<file path="config.mk">
export PLATFORM = sky130hd
export DESIGN_NAME = programmable_tick_gen_flat
export DESIGN_NICKNAME = d
export VERILOG_FILES = /design/src/rtl/programmable_tick_gen_if.sv /design/src/rtl/programmable_tick_gen.sv /design/src/flat_wrapper.sv
export SDC_FILE = /design/constraint.sdc
export NUM_CORES = 1
export LEC_CHECK = 0
export ABC_AREA = 1
export BUFFER_PORTS_ARGS = -buffer_cell sky130_fd_sc_hd__buf_2
export CAP_MARGIN = 20
export CORE_MARGIN = 3
export CORE_UTILIZATION = 50
export CTS_CLUSTER_SIZE = 8
export DETAILED_ROUTE_END_ITERATION = 10
export HOLD_SLACK_MARGIN = 0.15
export PLACE_DENSITY = 0.71
export SLEW_MARGIN = 40
export SYNTH_ARGS = -nofsm -noshare
export SYNTH_HDL_FRONTEND = slang
export SYNTH_SLANG_ARGS = --single-unit
</file>
<file path="constraint.sdc">
create_clock -name refclk -period 3.8 [get_ports refclk]
set_input_delay 0.76 -clock refclk [delete_from_list [all_inputs] [get_ports refclk]]
set_output_delay 0.76 -clock refclk [all_outputs]
set_load 0.01 [all_outputs]
</file>
<file path="src/rtl/programmable_tick_gen_if.sv">
// Control/status bundle for programmable_tick_gen.
// sq_out exists only when TICK_SQUARE_OUT_EN is defined.
interface programmable_tick_gen_if #(
  parameter int CNT_W      = 25,
  parameter int TICK_CNT_W = 8
);
  logic                  clear;
  logic                  en;
  logic                  oneshot;
  logic                  start;
  logic                  period_wr;
  logic [CNT_W-1:0]      period_in;
  logic                  tick;
  logic [TICK_CNT_W-1:0] tick_cnt;
  logic                  busy;
  logic [CNT_W-1:0]      period_q;
`ifdef TICK_SQUARE_OUT_EN
  logic                  sq_out;
`endif

  modport master (
    output clear, en, oneshot, start, period_wr, period_in,
    input  tick, tick_cnt, busy, period_q
`ifdef TICK_SQUARE_OUT_EN
    , input sq_out
`endif
  );

  modport slave (
    input  clear, en, oneshot, start, period_wr, period_in,
    output tick, tick_cnt, busy, period_q
`ifdef TICK_SQUARE_OUT_EN
    , output sq_out
`endif
  );
endinterface

</file>
<file path="src/rtl/programmable_tick_gen.sv">
// Programmable tick strobe: periodic or one-shot, shadowed period, elapsed-tick count.
// Optional square-wave output sq_out enabled by defining TICK_SQUARE_OUT_EN.
module programmable_tick_gen #(
  parameter int CNT_W          = 25,
  parameter int DEFAULT_PERIOD = 25000000,
  parameter int TICK_CNT_W     = 8
) (
  input  logic                    refclk,
  input  logic                    rst,
  programmable_tick_gen_if.slave  bus
);
  localparam logic [1:0] ST_IDLE  = 2'd0;
  localparam logic [1:0] ST_RUN_P = 2'd1;
  localparam logic [1:0] ST_RUN_1 = 2'd2;

  localparam logic [CNT_W-1:0]      DEF_P    = CNT_W'(DEFAULT_PERIOD);
  localparam logic [CNT_W-1:0]      CNT_ONE  = {{(CNT_W-1){1'b0}}, 1'b1};
  localparam logic [TICK_CNT_W-1:0] TICK_ONE = {{(TICK_CNT_W-1){1'b0}}, 1'b1};

  logic [1:0]            state_reg;
  logic [CNT_W-1:0]      cnt_reg;
  logic [CNT_W-1:0]      pending_reg;
  logic [CNT_W-1:0]      period_q_reg;
  logic [TICK_CNT_W-1:0] tick_cnt_reg;
  logic                  tick_reg;
  logic                  busy_reg;
  logic                  wrap;
`ifdef TICK_SQUARE_OUT_EN
  logic                  sq_reg;
`endif

  // period_q is never zero, so period_q-1 cannot underflow.
  assign wrap = (cnt_reg == (period_q_reg - CNT_ONE));

  always_ff @(posedge refclk or posedge rst) begin
    if (rst) begin
      state_reg    <= ST_IDLE;
      cnt_reg      <= '0;
      tick_reg     <= 1'b0;
      tick_cnt_reg <= '0;
      busy_reg     <= 1'b0;
      pending_reg  <= DEF_P;
      period_q_reg <= DEF_P;
`ifdef TICK_SQUARE_OUT_EN
      sq_reg       <= 1'b0;
`endif
    end else begin
      if (bus.period_wr)
        pending_reg <= (bus.period_in == '0) ? CNT_ONE : bus.period_in;

      if (bus.clear) begin
        state_reg    <= ST_IDLE;
        cnt_reg      <= '0;
        tick_reg     <= 1'b0;
        tick_cnt_reg <= '0;
        busy_reg     <= 1'b0;
`ifdef TICK_SQUARE_OUT_EN
        sq_reg       <= 1'b0;
`endif
      end else begin
        case (state_reg)
          ST_IDLE: begin
            cnt_reg  <= '0;
            tick_reg <= 1'b0;
            if (!bus.oneshot && bus.en) begin
              state_reg    <= ST_RUN_P;
              busy_reg     <= 1'b1;
              period_q_reg <= pending_reg;
            end else if (bus.oneshot && bus.start) begin
              state_reg    <= ST_RUN_1;
              busy_reg     <= 1'b1;
              period_q_reg <= pending_reg;
            end
          end
          ST_RUN_P, ST_RUN_1: begin
            if (wrap) begin
              // A wrap always emits its tick, even if en drops on this edge.
              cnt_reg      <= '0;
              tick_reg     <= 1'b1;
              tick_cnt_reg <= tick_cnt_reg + TICK_ONE;
              period_q_reg <= pending_reg;
`ifdef TICK_SQUARE_OUT_EN
              sq_reg       <= ~sq_reg;
`endif
              if ((state_reg == ST_RUN_1) || !bus.en) begin
                state_reg <= ST_IDLE;
                busy_reg  <= 1'b0;
              end
            end else begin
              tick_reg <= 1'b0;
              if ((state_reg == ST_RUN_P) && !bus.en) begin
                state_reg <= ST_IDLE;
                busy_reg  <= 1'b0;
                cnt_reg   <= '0;
              end else begin
                cnt_reg <= cnt_reg + CNT_ONE;
              end
            end
          end
          default: begin
            state_reg <= ST_IDLE;
            busy_reg  <= 1'b0;
            cnt_reg   <= '0;
            tick_reg  <= 1'b0;
          end
        endcase
      end
    end
  end

  assign bus.tick     = tick_reg;
  assign bus.tick_cnt = tick_cnt_reg;
  assign bus.busy     = busy_reg;
  assign bus.period_q = period_q_reg;
`ifdef TICK_SQUARE_OUT_EN
  assign bus.sq_out   = sq_reg;
`endif
endmodule

</file>
<file path="src/flat_wrapper.sv">
// flat-port wrapper written by rule: the top's interface ports become plain ports
module programmable_tick_gen_flat 
#(
  parameter int CNT_W          = 25,
  parameter int DEFAULT_PERIOD = 25000000,
  parameter int TICK_CNT_W     = 8
)
  (refclk, rst, bus_clear, bus_en, bus_oneshot, bus_start, bus_period_wr, bus_period_in, bus_tick, bus_tick_cnt, bus_busy, bus_period_q);
  programmable_tick_gen_if #(.CNT_W(CNT_W), .TICK_CNT_W(TICK_CNT_W)) bus_i ();
  input  logic refclk;
  input  logic rst;
  input wire logic [$bits(bus_i.clear)-1:0] bus_clear;
  input wire logic [$bits(bus_i.en)-1:0] bus_en;
  input wire logic [$bits(bus_i.oneshot)-1:0] bus_oneshot;
  input wire logic [$bits(bus_i.start)-1:0] bus_start;
  input wire logic [$bits(bus_i.period_wr)-1:0] bus_period_wr;
  input wire logic [$bits(bus_i.period_in)-1:0] bus_period_in;
  output wire logic [$bits(bus_i.tick)-1:0] bus_tick;
  output wire logic [$bits(bus_i.tick_cnt)-1:0] bus_tick_cnt;
  output wire logic [$bits(bus_i.busy)-1:0] bus_busy;
  output wire logic [$bits(bus_i.period_q)-1:0] bus_period_q;
  assign bus_i.clear = bus_clear;
  assign bus_i.en = bus_en;
  assign bus_i.oneshot = bus_oneshot;
  assign bus_i.start = bus_start;
  assign bus_i.period_wr = bus_period_wr;
  assign bus_i.period_in = bus_period_in;
  assign bus_tick = bus_i.tick;
  assign bus_tick_cnt = bus_i.tick_cnt;
  assign bus_busy = bus_i.busy;
  assign bus_period_q = bus_i.period_q;
  programmable_tick_gen #(.CNT_W(CNT_W), .DEFAULT_PERIOD(DEFAULT_PERIOD), .TICK_CNT_W(TICK_CNT_W)) u_core (.refclk(refclk), .rst(rst), .bus(bus_i));
endmodule
</file>
After elaboration in Yosys (flattened, before gate mapping)
Cells that the tools add are included.
Word-level totals
  output and inout bits: 35
  bits in registers: 87
  logic and storage cells: 63
  input bits: 32
Operators by class
  add/subtract/negate cells: 3
  bitwise operators: 1
  reduce and logical (&&, ||, !) cells: 15
  mux-type cells: 29
  eq/ne operators: 8
Operators with widths (number)
  $mux W25: 8
  $pmux W25 S2: 1
  $add A25 B1 Y25 const B: 1
  $eq A25 B25 Y1: 1
  $logic_not A25 Y1: 1
  $sub A25 B1 Y25 const B: 1
  $mux W8: 3
  $mux W2: 6
  $mux W1: 9
  $add A8 B1 Y8 const B: 1
  $ne A4 B2 Y1 const B: 2
  $reduce_bool A2 Y1: 3
  $ne A4 B4 Y1 const B: 1
  $pmux W2 S2: 1
  $reduce_and A4 Y1: 1
  $logic_and A1 B1 Y1: 3
  $ne A3 B1 Y1 const B: 1
  $reduce_and A3 Y1: 1
  $eq A2 B1 Y1 const B: 1
  $eq A2 B2 Y1 const B: 1
  $logic_not A1 Y1: 2
  $logic_not A2 Y1: 1
  $ne A2 B1 Y1 const B: 1
  $pmux W1 S2: 1
  other kinds (4): 4

Longest topological paths before layout
  depth after elaboration: 6
  mapped depth: 18

Worst setup path before layout
Ideal clock, no wire load.
  kind: register to register
  start: register u_core.period_q_reg[0], in the netlist u_core.bus.period_q[0]
  end: register u_core.period_q_reg[3], in the netlist u_core.bus.period_q[3]
  setup time: 117 ps
  cell stages (with the launch flop): 18
  path buffers: 2
  data arrival time: 2288 ps
  setup slack: 1394 ps
  cells stage by stage: dfrtp_1 > inv_1 > ha_1 > nand2_2 > nor2_4 > buf_4 > nand3_1 > nand2_1 > nand2_1 > nor2_1 > nand2_1 > nor2_4 > nand3_4 > o21ai_4 > nand2_4 > buf_6 > nand2_1 > nand2_1
On the way
  longest elaborated chain between the ends: 4
RTL lines
  from (decl): line programmable_tick_gen.sv:23  | logic [CNT_W-1:0] period_q_reg;
  from (signal assigned): line programmable_tick_gen.sv:68  | period_q_reg <= pending_reg;
  from (signal assigned): line programmable_tick_gen.sv:72  | period_q_reg <= pending_reg;
  from (signal assigned): line programmable_tick_gen.sv:81  | period_q_reg <= pending_reg;
  $sub A25 B1 Y25: line programmable_tick_gen.sv:33  | assign wrap = (cnt_reg == (period_q_reg - CNT_ONE));
  $eq A25 B25 Y1: line programmable_tick_gen.sv:33
  $ne A2 B1 Y1 (no line)
  $reduce_and A4 Y1 (no line)
No other way between the ends.
A chain may end at the register's enable or synchronous reset.

Worst setup path in the final report
  start: register u_core.period_q_reg[0], in the netlist u_core.bus.period_q[0]
  end: register u_core.period_q_reg[2], in the netlist u_core.bus.period_q[2]
Same word-level chain as after synthesis.

==> impl_results.md <==
* Width of the chip at 108 µm
* Main synth FF type: dfrtp_1
* EDFF count, synth at 0
* Worst-margin pin slew at 0.687 ns
* Most frequent cell after synthesis: nand2_1
* Leakage power total at 2.93 nW
* Required arrival time at the worst endpoint at 4.05 ns
* Slack of the worst reg-to-reg path at 0.98 ns
* Async SR Flop Fraction at 100%
* Residual antenna-violating net count after detailed routing at 0
* Pre-CTS WS at 0.907 ns
* Max-Cap Viols at 0
* Worst rel slew slack at 53.9%
* Ant diodes at 0
* Min-Delay Path Class: in2async
* Total power divided by cell area at 624 nW/µm²
* Buffers inserted by post-CTS timing repair at 0
* Max Clock Skew at 0.0177 ns
* Via density per instance at 5.08
* Mean cell area of the mapped netlist at 7.37 µm²
* Post-route minimum period at 2.82 ns
* Max Fanout on Critical Path at 25
* Endpoint kind of the worst setup timing path: flip-flop
* H-tree level count at 3
* Die Height at 108 µm
* Via count of the first global-routing pass at 4268
* Count of endpoints failing setup in the final report at 0
* Number of DRC violations after detailed routing at 0
* Iteration-0 DRC Markers at 275
* Final RePlAce weighted congestion at 0.911
* TritonCTS clock tree: done
* Row count at 36
* Final wirelength at 11800 µm
* Overflow left after global routing at 0
* Fill count at 965
* Result of the run: completed
* Total half-perimeter wirelength after legalization and detailed placement at 9040 µm
* Pin count of the biggest net entering global routing at 88
* Length of the first detailed-routing pass in iterations at 5
* Vias at 4577
* Resize count post-CTS at 0
* Routed wire length per instance at 13.1 µm
* Proportion of netlist area held by the largest area contributor at 30.6%
* Smallest setup slack after layout at 0.979 ns
* Core region area at 9910 µm²
* Number of distinct library cells after synthesis at 37
* Startpoint types: flip-flop
* Global-route usage over all layers at 21.4%
* Synthesized instance count at 700
* Number of buffers added to fix hold violations after cts at 0
* Layout cell share with drive strength beyond 1 at 16.7%
* Top cell types by occurrence after synthesis: 250 x nand2_1, 81 x nor2_1, 63 x dfrtp_1, 63 x nand3_1, 62 x inv_1
* IO Pins at 67
* Critical path class: reg2reg
* Synth Net Count at 738
* Number of buffers added by the clock tree synthesis step at 9
* Largest vdd supply drop at 0.000258 V
* Total number of nets in the final design at 801
* Arrival time at the worst endpoint at 3.07 ns
* Setup repair after global routing missed its margin: no
* Synthesized area at 5160 µm²
* Synth Register Bits at 87
* Cell taking the most area after synthesis: dfrtp_1
* Warning count from the yosys run at 0
* Count of input and output buffers at 66
* Area delta synth->final at 12.5%
* Clock slew at reported path FFs at 0.10 ns
* Initial Utilization at 52.1%
* Floorplan die area at 11600 µm²
* Maximum clock frequency at 355 MHz
* Total number of clock tree sinks at 87
* Deepest clock path buffer count at 2
* Initial antenna violation count at 0
* Max Slew Vio Count at 0
* Util after Layout at 58.6%
* Insertion delay to the later sink of the worst-skew pair at 0.36 ns
* Share of the clock period used by the worst path at 74.2%
* Final-report hold violation count at 0
* Sequential cell area fraction in the yosys report at 42.8%
* Root Buffer: clkbuf_8
* TNS Setup at 0 ns
* Wire length of the first global-routing pass at 20000 µm
* Synth top area cells: dfrtp_1 31%, nand2_1 18%, dfstp_2 12%
## critical path, stage by stage (launching register included)
cell and delay (ns):
dfrtp_1 0.42, inv_1 0.15, ha_1 0.26, nand2_2 0.13
nor2_4 0.27, nand3_1 0.16, clkinv_1 0.07, nand3_1 0.06
nand2_1 0.09, nand2_1 0.06, nor2_2 0.15, nand3_4 0.13
o21ai_4 0.33, nand2_4 0.24, nand2_1 0.13, nand2_1 0.06
## kinds of logic (layout without fill, tap and decap cells)
family,count (synthesis),count (layout),synth area share [%]
and+or+nand+nor,457,457,38.4
DFF,87,87,42.8
buffers and inverters,81,149,6.65
xor gates and xnor gates,45,45,7.64
AOI/OAI and AO/OA,24,24,3.06
adders and majority gates,6,6,1.46
## layer usage
metal | vias to the layer above | part of all wire, % | track usage [%] | wire, µm
met5 | - | 0 | 0 | 0
met4 | 0 | 1.3 | 5.23 | 148
met3 | 14 | 5.0 | 3.36 | 588
met2 | 113 | 44 | 32.6 | 5150
met1 | 2096 | 50 | 31.8 | 5910
li1 | 2354 | - | - | -
## power by group
part / switching, mW / total, mW / internal [mW]
Combinational: 1.02 / 1.57 / 0.552
Sequential: 0.246 / 1.38 / 1.13
Clock: 0.360 / 0.672 / 0.312
## path summary, 6_finish.rpt
| path | to | from | depth (start not counted) |
|---|---|---|---|
| min | u_core.bus.tick_cnt[7]$_DFFE_PP0P_ | rst | 3 |
| min reg2reg | u_core.pending_reg[13]$_DFFE_PP1P_ | u_core.pending_reg[13]$_DFFE_PP1P_ | 2 |
| max reg2reg | u_core.bus.period_q[2]$_DFFE_PP0P_ | u_core.bus.period_q[0]$_DFFE_PP0P_ | 15 |
| max in group asynchronous | u_core.bus.period_q[16]$_DFFE_PP1P_ | rst | 3 |
| min in group refclk | u_core.pending_reg[13]$_DFFE_PP1P_ | u_core.pending_reg[13]$_DFFE_PP1P_ | 2 |
| max | u_core.bus.period_q[2]$_DFFE_PP0P_ | u_core.bus.period_q[0]$_DFFE_PP0P_ | 15 |
## area by class of cell
class | count | area, µm² | share of cell area [%]
clock buffer | 9 | 124 | 2.13
clock inverter | 7 | 80.1 | 1.38
inverter | 64 | 241 | 4.16
multi-input combinational | 532 | 2620 | 45.1
sequential | 87 | 2210 | 38.0
tap | 133 | 166 | 2.87
timing repair buffer | 69 | 365 | 6.29
## per-stage QoR
| stage | instances | total power, mW | hold WS [ns] | instance area, µm² |
|---|---|---|---|---|
| floorplan | 700 | 2.55 | 0.443 | 5160 |
| global placement | 885 | 2.91 | 0.454 | 5590 |
| detailed placement | 885 | 2.95 | 0.457 | 5600 |
| CTS | 901 | 3.64 | 0.470 | 5800 |
| global route | 901 | 3.92 | 0.484 | 5800 |
| finish | 901 | 3.62 | 0.456 | 5800 |
## layout by cell type (no fill, tap or decap), drive strengths merged, types with 9 or more instances in the layout
cell,count
nand2,253
nand4,17
o21ai,12
xnor2,18
nor4,9
buf,69
dfrtp,63
dfstp,24
inv,63
nor3,12
clkbuf,9
xor2,27
nand3,64
nor2,91
Note: power is estimated with default switching activity, not from simulation.
